### src/rtl/vx_dot8_accum_if.sv
// Stream bundle for the DOT8 accumulator: result input, flush control and
// the registered accumulator output.
interface vx_dot8_accum_if #(
  parameter int NUM_WARPS  = 4,
  parameter int NUM_LANES  = 4,
  parameter int DATA_WIDTH = 32
);
  localparam int NW_BITS = (NUM_WARPS > 1) ? $clog2(NUM_WARPS) : 1;

  logic                            in_valid;
  logic                            in_ready;
  logic [NW_BITS-1:0]              in_wid;
  logic [NUM_LANES-1:0]            in_tmask;
  logic                            in_clear;
  logic [NUM_LANES*DATA_WIDTH-1:0] in_data;
  logic                            flush;
  logic                            flush_busy;
  logic                            out_valid;
  logic                            out_ready;
  logic [NW_BITS-1:0]              out_wid;
  logic [NUM_LANES-1:0]            out_tmask;
  logic [NUM_LANES*DATA_WIDTH-1:0] out_data;

  // Producer of results / consumer of accumulator values.
  modport master (
    output in_valid, in_wid, in_tmask, in_clear, in_data, flush, out_ready,
    input  in_ready, flush_busy, out_valid, out_wid, out_tmask, out_data
  );

  // The accumulator block itself.
  modport slave (
    input  in_valid, in_wid, in_tmask, in_clear, in_data, flush, out_ready,
    output in_ready, flush_busy, out_valid, out_wid, out_tmask, out_data
  );
endinterface

### src/rtl/vx_dot8_accum.sv
// Per-warp, per-lane accumulator behind the DOT8 commit path. Adds (or
// overwrites) each result vector into its warp's accumulators and presents
// the updated values through a one-deep output register.
//
//  state   | meaning
//  S_FLUSH | walking r_fcnt over all warps, zeroing one warp per cycle
//  S_IDLE  | accepting results
module vx_dot8_accum #(
  parameter int NUM_WARPS  = 4,
  parameter int NUM_LANES  = 4,
  parameter int DATA_WIDTH = 32,
  parameter int SATURATE   = 1
) (
  input  logic             clk,
  input  logic             reset,
  vx_dot8_accum_if.slave   bus
);
  localparam int NW_BITS = (NUM_WARPS > 1) ? $clog2(NUM_WARPS) : 1;
  localparam int DW      = DATA_WIDTH;

  typedef enum logic {S_FLUSH, S_IDLE} state_t;

  state_t                      r_state, w_state_nxt;
  logic [NW_BITS-1:0]          r_fcnt, w_fcnt_nxt;
  logic                        w_in_ready, w_flush_busy, w_accept;
  logic [DW-1:0]               r_acc [NUM_WARPS][NUM_LANES];
  logic [NUM_LANES*DW-1:0]     w_new;
  logic                        r_out_valid;
  logic [NW_BITS-1:0]          r_out_wid;
  logic [NUM_LANES-1:0]        r_out_tmask;
  logic [NUM_LANES*DW-1:0]     r_out_data;

  // Signed add, clamped to the representable range when SATURATE is set.
  function automatic logic [DW-1:0] f_add(input logic [DW-1:0] a, input logic [DW-1:0] b);
    logic [DW-1:0] s;
    s = a + b;
    if (SATURATE != 0 && (a[DW-1] == b[DW-1]) && (s[DW-1] != a[DW-1]))
      s = a[DW-1] ? {1'b1, {(DW-1){1'b0}}} : {1'b0, {(DW-1){1'b1}}};
    return s;
  endfunction

  // State register and flush walk counter.
  always_ff @(posedge clk or posedge reset) begin
    if (reset) begin
      r_state <= S_FLUSH;
      r_fcnt  <= '0;
    end else begin
      r_state <= w_state_nxt;
      r_fcnt  <= w_fcnt_nxt;
    end
  end

  // Next state, walk counter and handshake outputs; flush beats a same-cycle input.
  always_comb begin
    w_state_nxt  = r_state;
    w_fcnt_nxt   = r_fcnt;
    w_flush_busy = 1'b0;
    w_in_ready   = 1'b0;
    case (r_state)
      S_FLUSH: begin
        w_flush_busy = 1'b1;
        if (r_fcnt == NW_BITS'(NUM_WARPS - 1)) begin
          w_state_nxt = S_IDLE;
          w_fcnt_nxt  = '0;
        end else begin
          w_fcnt_nxt  = r_fcnt + 1'b1;
        end
      end
      S_IDLE: begin
        w_in_ready = !bus.flush && (!r_out_valid || bus.out_ready);
        if (bus.flush) begin
          w_state_nxt = S_FLUSH;
          w_fcnt_nxt  = '0;
        end
      end
      default: w_state_nxt = S_FLUSH;
    endcase
  end

  assign w_accept = bus.in_valid && w_in_ready;

  // Per-lane update value; inactive lanes pass the current accumulator through.
  always_comb begin
    w_new = '0;
    for (int l = 0; l < NUM_LANES; l++) begin
      if (!bus.in_tmask[l])
        w_new[l*DW +: DW] = r_acc[bus.in_wid][l];
      else if (bus.in_clear)
        w_new[l*DW +: DW] = bus.in_data[l*DW +: DW];
      else
        w_new[l*DW +: DW] = f_add(r_acc[bus.in_wid][l], bus.in_data[l*DW +: DW]);
    end
  end

  // Accumulator file: no reset, the walk clears it; writes land in the accept
  // cycle so back-to-back results for one warp chain without a bypass.
  always_ff @(posedge clk) begin
    if (r_state == S_FLUSH) begin
      for (int l = 0; l < NUM_LANES; l++) r_acc[r_fcnt][l] <= '0;
    end else if (w_accept) begin
      for (int l = 0; l < NUM_LANES; l++) r_acc[bus.in_wid][l] <= w_new[l*DW +: DW];
    end
  end

  // One-deep output register; holds while stalled, drains even during a flush.
  always_ff @(posedge clk or posedge reset) begin
    if (reset) begin
      r_out_valid <= 1'b0;
      r_out_wid   <= '0;
      r_out_tmask <= '0;
      r_out_data  <= '0;
    end else if (w_accept) begin
      r_out_valid <= 1'b1;
      r_out_wid   <= bus.in_wid;
      r_out_tmask <= bus.in_tmask;
      r_out_data  <= w_new;
    end else if (bus.out_ready) begin
      r_out_valid <= 1'b0;
    end
  end

  assign bus.in_ready   = w_in_ready;
  assign bus.flush_busy = w_flush_busy;
  assign bus.out_valid  = r_out_valid;
  assign bus.out_wid    = r_out_wid;
  assign bus.out_tmask  = r_out_tmask;
  assign bus.out_data   = r_out_data;

  // Warp ids beyond the tracked range are illegal.
  a_wid_range: assert property (@(posedge clk) disable iff (reset)
    bus.in_valid |-> ({1'b0, bus.in_wid} < (NW_BITS+1)'(NUM_WARPS)));

endmodule
### src/flat_wrapper.sv
// flat-port wrapper written by rule: the top's interface ports become plain ports
module vx_dot8_accum_flat 
#(
  parameter int NUM_WARPS  = 4,
  parameter int NUM_LANES  = 4,
  parameter int DATA_WIDTH = 32,
  parameter int SATURATE   = 1
)
  (clk, reset, bus_in_valid, bus_in_wid, bus_in_tmask, bus_in_clear, bus_in_data, bus_flush, bus_out_ready, bus_in_ready, bus_flush_busy, bus_out_valid, bus_out_wid, bus_out_tmask, bus_out_data);
  vx_dot8_accum_if #(.NUM_WARPS(NUM_WARPS), .NUM_LANES(NUM_LANES), .DATA_WIDTH(DATA_WIDTH)) bus_i ();
  input  logic clk;
  input  logic reset;
  input wire logic [$bits(bus_i.in_valid)-1:0] bus_in_valid;
  input wire logic [$bits(bus_i.in_wid)-1:0] bus_in_wid;
  input wire logic [$bits(bus_i.in_tmask)-1:0] bus_in_tmask;
  input wire logic [$bits(bus_i.in_clear)-1:0] bus_in_clear;
  input wire logic [$bits(bus_i.in_data)-1:0] bus_in_data;
  input wire logic [$bits(bus_i.flush)-1:0] bus_flush;
  input wire logic [$bits(bus_i.out_ready)-1:0] bus_out_ready;
  output wire logic [$bits(bus_i.in_ready)-1:0] bus_in_ready;
  output wire logic [$bits(bus_i.flush_busy)-1:0] bus_flush_busy;
  output wire logic [$bits(bus_i.out_valid)-1:0] bus_out_valid;
  output wire logic [$bits(bus_i.out_wid)-1:0] bus_out_wid;
  output wire logic [$bits(bus_i.out_tmask)-1:0] bus_out_tmask;
  output wire logic [$bits(bus_i.out_data)-1:0] bus_out_data;
  assign bus_i.in_valid = bus_in_valid;
  assign bus_i.in_wid = bus_in_wid;
  assign bus_i.in_tmask = bus_in_tmask;
  assign bus_i.in_clear = bus_in_clear;
  assign bus_i.in_data = bus_in_data;
  assign bus_i.flush = bus_flush;
  assign bus_i.out_ready = bus_out_ready;
  assign bus_in_ready = bus_i.in_ready;
  assign bus_flush_busy = bus_i.flush_busy;
  assign bus_out_valid = bus_i.out_valid;
  assign bus_out_wid = bus_i.out_wid;
  assign bus_out_tmask = bus_i.out_tmask;
  assign bus_out_data = bus_i.out_data;
  vx_dot8_accum #(.NUM_WARPS(NUM_WARPS), .NUM_LANES(NUM_LANES), .DATA_WIDTH(DATA_WIDTH), .SATURATE(SATURATE)) u_core (.clk(clk), .reset(reset), .bus(bus_i));
endmodule
### config.mk
export PLATFORM = sky130hd
export DESIGN_NAME = vx_dot8_accum_flat
export DESIGN_NICKNAME = d
export VERILOG_FILES = /design/src/rtl/vx_dot8_accum_if.sv /design/src/rtl/vx_dot8_accum.sv /design/src/flat_wrapper.sv
export SDC_FILE = /design/constraint.sdc
export NUM_CORES = 1
export LEC_CHECK = 0
export CAP_MARGIN = 30
export CORE_ASPECT_RATIO = 1.5
export CORE_MARGIN = 5
export CORE_UTILIZATION = 45
export DETAILED_ROUTE_END_ITERATION = 6
export PLACE_DENSITY = 0.67
export SYNTH_ARGS = -nofsm -noshare
export SYNTH_HDL_FRONTEND = slang
export SYNTH_SLANG_ARGS = --single-unit
### constraint.sdc
create_clock -name clk -period 12.4 [get_ports clk]
set_input_delay 1.24 -clock clk [delete_from_list [all_inputs] [get_ports clk]]
set_output_delay 1.24 -clock clk [all_outputs]
set_load 0.01 [all_outputs]
==> metrics.md, run 1 <==
| Metric | Value |
|---|---|
| Status | `completed` |
| Post-synth top area cell | `edfxtp_1` |
| Synthesized area | `33390 um^2` |
| Vias/cell | `~6.1` |
| Synth top area share | `0.4604` |
| GP Congestion | `0.9231` |
| Minimum clock period | `6.177 ns` |
| Post-synth EDFFs | `512` |
| Syn Nets | `between 2000 and 3000` |
| Critical-path cell list | `clkbuf_8 > buf_12 > mux4_2 > ha_1 > a211oi_1 > o211ai_2 > and3_1 > o211ai_2 > a311o_1 > nand4_2 > o21ai_2 > o21ai_0 > a21o_1` |
| Max cap viols | `0` |
| Clock buffer depth | `3` |
| Core Area | `73730 um^2` |
| Main area contributors after synthesis | `edfxtp_1 (46%), dfrtp_1 (10%), mux4_2 (8.6%)` |
| CP Max Fanout | `just over 90` |
| Critical path's slowest cell | `o21ai_2` |
| Layout overhead on the synthesized area | `17.46%` |
| Initial antenna violation count | `2` |
| Share of the yosys chip area belonging to registers | `0.5639` |
| Iter 0 DRT Violations | `around 1900` |
| Post CTS Setup Buffer Count | `0` |
| Worst-path clk slew | `0.07 ns` |
| Fin. Hold Viols | `0` |
| Fill cell count | `a little over 6000` |
| # IOs | `between 200 and 300` |
| Crit path required time | `between 10 and 15 ns` |
| Setup_tns | `0 ns` |
| Initial Utilization | `0.4529` |
| Overall Global Routing Usage | `0.2355` |
| Min Hold Slack | `0.4751 ns` |
| Seq cells post-synth | `650` |
| WL/cell | `roughly 24 um` |
| Die extent in y | `~340 um` |
| Pre-CTS setup slack | `5.493 ns` |
| VDD IR-drop max | `~0.16 mV` |
| Yosys cell types | `between 80 and 90` |
| Final-report max-slew violation count | `0` |
| Final instance area | `a little under 40000 um^2` |
| Routed wire length | `~95000 um` |
| RSZ-0062 raised after global routing | `false` |
| Root Buffer | `clkbuf_16` |
| Count leader, synth | `edfxtp_1` |
| Via count | `approximately 24000` |
| CTS Hold Bufs | `0` |
| CTS tree | `yes` |
| CP max stage delay | `~0.72 ns` |
| H-tree depth | `2` |
| Worst-Skew Late Latency | `~0.64 ns` |
| Die X | `~230 um` |
| Synth Flop Type | `edfxtp_1` |
| Setup violators final | `0` |
| Vias in the first global route | `approximately 25000` |
| Critical Path AT | `roughly 6.7 ns` |
| Port Buffers | `~280` |
| Num CTS Buffers | `59` |
| Residual DRC | `0` |
| Critical Path Most Common Cell | `o211ai_2` |
| Clk_skew | `between 0.02 and 0.025 ns` |
| First-pass GRT wire length | `between 100000 and 150000 um` |
| Top Family by Delay on Critical Path | `compound AO/OA/AOI/OAI gates` |
| Crit path buffers/inverters | `2` |
| Most frequent cells after synthesis | `edfxtp_1 (512), nand2_1 (230), o21ai_0 (216), a21oi_1 (185), a21o_1 (181)` |
| Crit path capture type | `flip-flop` |
| Nets@finish | `3141` |
| Worst Hold Class | `reg -> reg` |
| Hpwl dp | `~64000 um` |
| Type of the worst setup path | `in -> reg` |
| Synth async-reset ratio | `0.2123` |
| Slew headroom | `0.3197` |
| Pwr per Cell Area | `223.7 nW/um^2` |
| Core Util, Final | `0.5320` |
| Drt first pass iters | `5` |
| Slew @ Worst Pin | `just under 1 ns` |
| DIE AREA | `79860 um^2` |
| Launch point of the worst path | `bus_in_wid[0]` |
| # rows | `around 120` |
| Pin count of the biggest net entering global routing | `93` |
| Global route overflow | `0` |
| Clock Sinks | `between 600 and 700` |
| YS warnings | `0` |
| Post_cts resized | `0` |
| Critical Path Start Type | `primary input` |
| P_leak | `about 15 nW` |
| Fin crit share | `0.4981` |
| Hold Crit Start | `u_core.bus.out_data[14]` |
| Setup ws final | `6.223 ns` |
| Avg Cell Area, Syn | `12.69 um^2` |
| Fmax | `between 150 and 200 MHz` |
| Post-DRT Antenna Nets | `0` |
| Worst R2R Start | `u_core.r_acc[3][65]` |
| Share of cells above drive strength 1 | `0.1096` |
| Placed cell area | `roughly 37000 um^2` |
| Cells after synthesis | `between 2000 and 3000` |
[layout make-up]
cell class	instances	area [um^2]	share of cell area
antenna	1	2.502	0.00006380
multi-input combinational	1795	13890	0.3542
tap	992	1241	0.03165
timing repair buffer	315	3136	0.07995
sequential	650	18830	0.4801
clock buffer	77	1647	0.04198
clock inverter	32	275.3	0.007018
inverter	51	198.9	0.005072
[final timing paths]
path,to,slack [ns],cells past startpoint
min in group asynchronous,u_core.bus.out_data[11],0.96,2
worst max-delay path,u_core.bus.out_data[40],6.22,13
worst max register to register,u_core.bus.out_data[40],7.77,11
max in group asynchronous,u_core.bus.out_data[74],10.27,3
worst min register to register,u_core.bus.out_data[14],0.48,1
worst min-delay path,u_core.bus.out_data[14],0.48,1
[layout by cell type, fill, tap and decap left out, types with 6 or more instances in the layout]
cell | Yosys | final
edfxtp_1 | 512 | 512
clkdlybuf4s50_1 | 0 | 273
nand2_1 | 230 | 229
o21ai_0 | 216 | 216
a21oi_1 | 185 | 185
a21o_1 | 181 | 181
dfrtp_1 | 138 | 138
mux4_2 | 128 | 128
ha_1 | 125 | 125
nor2_1 | 89 | 85
clkbuf_16 | 0 | 61
xnor2_1 | 55 | 55
o21ai_1 | 49 | 49
inv_1 | 50 | 48
a31oi_1 | 41 | 40
a211oi_1 | 36 | 36
nand3_1 | 34 | 34
buf_4 | 1 | 34
xor2_1 | 32 | 32
nand2b_1 | 25 | 25
nor3_1 | 23 | 23
o21a_1 | 22 | 22
and3_1 | 22 | 22
o211ai_1 | 20 | 20
o21bai_1 | 20 | 20
o31ai_1 | 20 | 19
nand4_1 | 18 | 18
or3_1 | 18 | 18
clkinv_2 | 0 | 16
nor2b_1 | 14 | 14
and2_1 | 13 | 13
clkbuf_1 | 97 | 10
and4_1 | 8 | 8
a221oi_1 | 8 | 8
o22ai_1 | 8 | 8
a22oi_1 | 8 | 8
a311oi_1 | 8 | 8
nor4_1 | 7 | 7
clkbuf_8 | 0 | 7
a31o_2 | 6 | 6
[per-layer routing]
| metal | routed length [um] | GRT usage |
|---|---|---|
| met5 | 13 | 0 |
| met4 | 3947 | 0.09064 |
| met1 | 37290 | 0.2935 |
| met3 | 5444 | 0.03550 |
| met2 | 48460 | 0.4151 |
[power breakdown]
group	internal, mW	switching [mW]	total, mW
combinational	1.44	1.95	3.39
clock	1.02	0.816	1.83
sequential	3.26	0.291	3.55
[state kept, by name (all words and copies together) (netlist names)]
register / cells
u_core.bus.out_valid: 1
u_core.r_fcnt: 2
u_core.bus.out_wid: 2
u_core.r_acc: 512
u_core.bus.out_tmask: 4
u_core.bus.out_data: 128
u_core.r_state: 1
[worst register-to-register path, stage by stage, from the launching register on]
cell and delay [ns]:
edfxtp_1 0.37, mux4_2 0.51, ha_1 0.31, a211oi_1 0.37
o211ai_2 0.19, and3_1 0.23, o211ai_2 0.35, a311o_1 0.35
nand4_2 0.54, o21ai_2 0.72, o21ai_0 0.35, a21o_1 0.23
[cell families after synthesis]
group / synth area share
XOR/XNOR: 0.02282
multiplexers: 0.08918
flip-flops: 0.5639
AO/OA/AOI/OAI: 0.1783
adder cells (fa/ha/maj): 0.04924
buffers and inverters: 0.02260
AND/OR/NAND/NOR: 0.07397
[through the flow]
| stage | power (mW) | instances |
|---|---|---|
| after global routing | 9.260 | 3913 |
| after floorplan | 5.729 | 2631 |
| after detailed placement | 6.989 | 3802 |
| after global placement | 6.891 | 3799 |
| final | 8.775 | 3913 |
| after CTS | 8.850 | 3911 |
Power figures use the tool's default switching activity.
==> inputs of run 2 (changes only) <==
--- a/config.mk
+++ b/config.mk
@@ -10,7 +10,6 @@
 export CORE_MARGIN = 5
 export CORE_UTILIZATION = 45
 export DETAILED_ROUTE_END_ITERATION = 6
-export PLACE_DENSITY = 0.67
 export SYNTH_ARGS = -nofsm -noshare
 export SYNTH_HDL_FRONTEND = slang
 export SYNTH_SLANG_ARGS = --single-unit
==> constraint.sdc (replaced) <==
create_clock -name clk -period 6.4 [get_ports clk]
set_input_delay 0.64 -clock clk [delete_from_list [all_inputs] [get_ports clk]]
set_output_delay 0.64 -clock clk [all_outputs]
set_load 0.01 [all_outputs]
==> metrics.md, run 2 (same netlist as run 1, synthesis figures left out) <==
| Metric | Value |
|---|---|
| Pin count of the biggest net entering global routing | `88 (-5.4%)` |
| Clock buffer depth | `3 (unchanged)` |
| DIE AREA | `79860 um^2 (unchanged)` |
| Overall Global Routing Usage | `0.2439 (+0.008496)` |
| P_leak | `15.17 nW (+1.6%)` |
| Vias/cell | `6.046 (-0.55%)` |
| Fmax | `between 200 and 250 MHz` |
| Most flop-heavy register | `u_core.r_acc` |
| Slew headroom | `0.3367 (+0.01696)` |
| Num CTS Buffers | `66 (+12%)` |
| Final-report max-slew violation count | `0 (unchanged)` |
| Commonest non-fill, non-tap cell in the layout | `edfxtp_1` |
| Critical Path AT | `5.30 ns (-1.42 ns)` |
| Setup ws final | `1.445 ns (-4.779 ns)` |
| Layout overhead on the synthesized area | `18.90%` |
| Die extent in y | `343.6 um (unchanged)` |
| Crit path buffers/inverters | `4 (+2)` |
| Routed wire length | `98730 um (+3.8%)` |
| Commonest cells after routing, fill and taps aside | `edfxtp_1 (512), clkdlybuf4s50_1 (273), nand2_1 (229)` |
| Initial antenna violation count | `2 (unchanged)` |
| Fill cell count | `6232 (+0.26%)` |
| Type of the worst setup path | `in -> reg` |
| CTS tree | `yes` |
| First-pass GRT wire length | `150500 um (+3.0%)` |
| Clk_skew | `0.01995 ns (-0.0009183 ns)` |
| Largest register FFs | `512 (unchanged)` |
| Global route overflow | `0 (unchanged)` |
| CP Max Fanout | `54 (-41%)` |
| Critical Path Start Type | `primary input` |
| Post-DRT Antenna Nets | `0 (unchanged)` |
| Max cap viols | `0 (unchanged)` |
| CTS Hold Bufs | `0 (unchanged)` |
| Iter 0 DRT Violations | `1828 (-5.1%)` |
| # IOs | `277 (unchanged)` |
| Drt first pass iters | `5 (unchanged)` |
| Setup violators final | `0 (unchanged)` |
| Crit path capture type | `flip-flop` |
| GP Congestion | `0.9418 (+2.0%)` |
| Critical-path cell list | `buf_8 > buf_4 > mux4_2 > ha_1 > nand2_1 > a2111oi_4 > inv_2 > a311o_1 > a211oi_4 > buf_4 > o31ai_1 > o21ai_0` |
| Post CTS Setup Buffer Count | `0 (unchanged)` |
| VDD IR-drop max | `0.4009 mV (+160%)` |
| Nets@finish | `3169 (+0.89%)` |
| Fin. Hold Viols | `0 (unchanged)` |
| RSZ-0062 raised after global routing | `false` |
| Hpwl dp | `66880 um (+5.3%)` |
| Worst Hold Class | `reg -> reg` |
| Status | `completed` |
| Die X | `232.4 um (unchanged)` |
| Worst-path clk slew | `0.06 ns (about the same)` |
| Top Family by Delay on Critical Path | `compound AO/OA/AOI/OAI gates` |
| Slew @ Worst Pin | `0.9913 ns (-0.0007268 ns)` |
| Critical path's slowest cell | `a211oi_4` |
| Root Buffer | `clkbuf_16` |
| H-tree depth | `3 (+1)` |
| CP max stage delay | `0.77 ns (+0.05 ns)` |
| Fin crit share | `0.7743` |
| Setup_tns | `0 ns (unchanged)` |
| Minimum clock period | `a little under 5 ns` |
| Core Area | `73730 um^2 (unchanged)` |
| WL/cell | `25.03 um (+2.9%)` |
| Pwr per Cell Area | `440.4 nW/um^2 (+97%)` |
| Initial Utilization | `0.4529 (unchanged)` |
| Pre-CTS setup slack | `0.8120 ns (-4.681 ns)` |
| Post_cts resized | `0 (unchanged)` |
| Port Buffers | `276 (unchanged)` |
| Share of cells above drive strength 1 | `0.1175 (+0.007958)` |
| Crit path required time | `6.74 ns (-6.20 ns)` |
| Residual DRC | `0 (unchanged)` |
| Worst-Skew Late Latency | `0.61 ns (-0.03 ns)` |
| Clock Sinks | `650 (unchanged)` |
| Critical Path Most Common Cell | `buf_4` |
| # rows | `122 (unchanged)` |
| Via count | `23852 (+0.26%)` |
| Vias in the first global route | `25235 (+1.9%)` |
==> run 2: stage by stage <==
stage	total power, mW	area (um^2)	util	hold slack, ns	instances
after detailed placement	13.68	37510	0.5088	0.4658	3824
after global routing	18.43	39700	0.5385	0.4887	3944
final	17.49	39700	0.5385	0.4731	3945
after floorplan	11.05	33420	-	0.4894	2631
after global placement	13.51	37460	0.5081	0.4581	3822
after CTS	17.64	39700	0.5385	0.4790	3944
==> run 2: where the power goes <==
part	leakage [nW]	internal, mW	total, mW	switching [mW]
Combinational	7.50	2.87	6.73	3.85
Clock	1.06	2.27	3.91	1.64
Sequential	6.61	6.30	6.85	0.552
==> run 2: final cells by class <==
| type | instances | area, um^2 | share of cell area |
|---|---|---|---|
| Timing Repair Buffer | 336 | 3357 | 0.08455 |
| Clock inverter | 28 | 272.8 | 0.006870 |
| Sequential cell | 650 | 18830 | 0.4742 |
| Antenna cell | 1 | 2.502 | 0.00006303 |
| Inverter | 51 | 198.9 | 0.005011 |
| Clock buffer | 92 | 1913 | 0.04818 |
| Tap cell | 992 | 1241 | 0.03126 |
| Multi-Input combinational cell | 1795 | 13890 | 0.3498 |
==> run 2: worst reg2reg max path: stages, from the launching register on <==
cell and delay [ns]:
edfxtp_1 0.37, mux4_2 0.50, ha_1 0.42, nand2_2 0.12
o21a_4 0.26, a2111oi_4 0.36, inv_2 0.10, a311o_1 0.40
a211oi_4 0.77, buf_4 0.37, o31ai_1 0.11, o21ai_0 0.45
==> run 2: path summary, 6_finish.rpt <==
check,startpoint,to,slack (ns),cells after the start
setup reg to reg,u_core.r_acc[3][82],u_core.r_acc[0][72],1.90,11
hold / removal,u_core.bus.out_data[104],u_core.bus.out_data[104],0.47,1
hold reg to reg,u_core.bus.out_data[104],u_core.bus.out_data[104],0.47,1
min in group asynchronous,reset,u_core.bus.out_data[25],0.52,2
setup / recovery,bus_in_wid[0],u_core.r_acc[0][72],1.44,12
max in group asynchronous,reset,u_core.r_fcnt[1],4.61,3
==> run 2: routing by layer <==
metal | track usage | wire length (um) | up-vias
met1 | 0.3060 | 39840 | 12109
met5 | 0 | 0 | -
met3 | 0.03467 | 4906 | 171
li1 | - | - | 10861
met2 | 0.4329 | 50590 | 711
met4 | 0.08682 | 3386 | 0
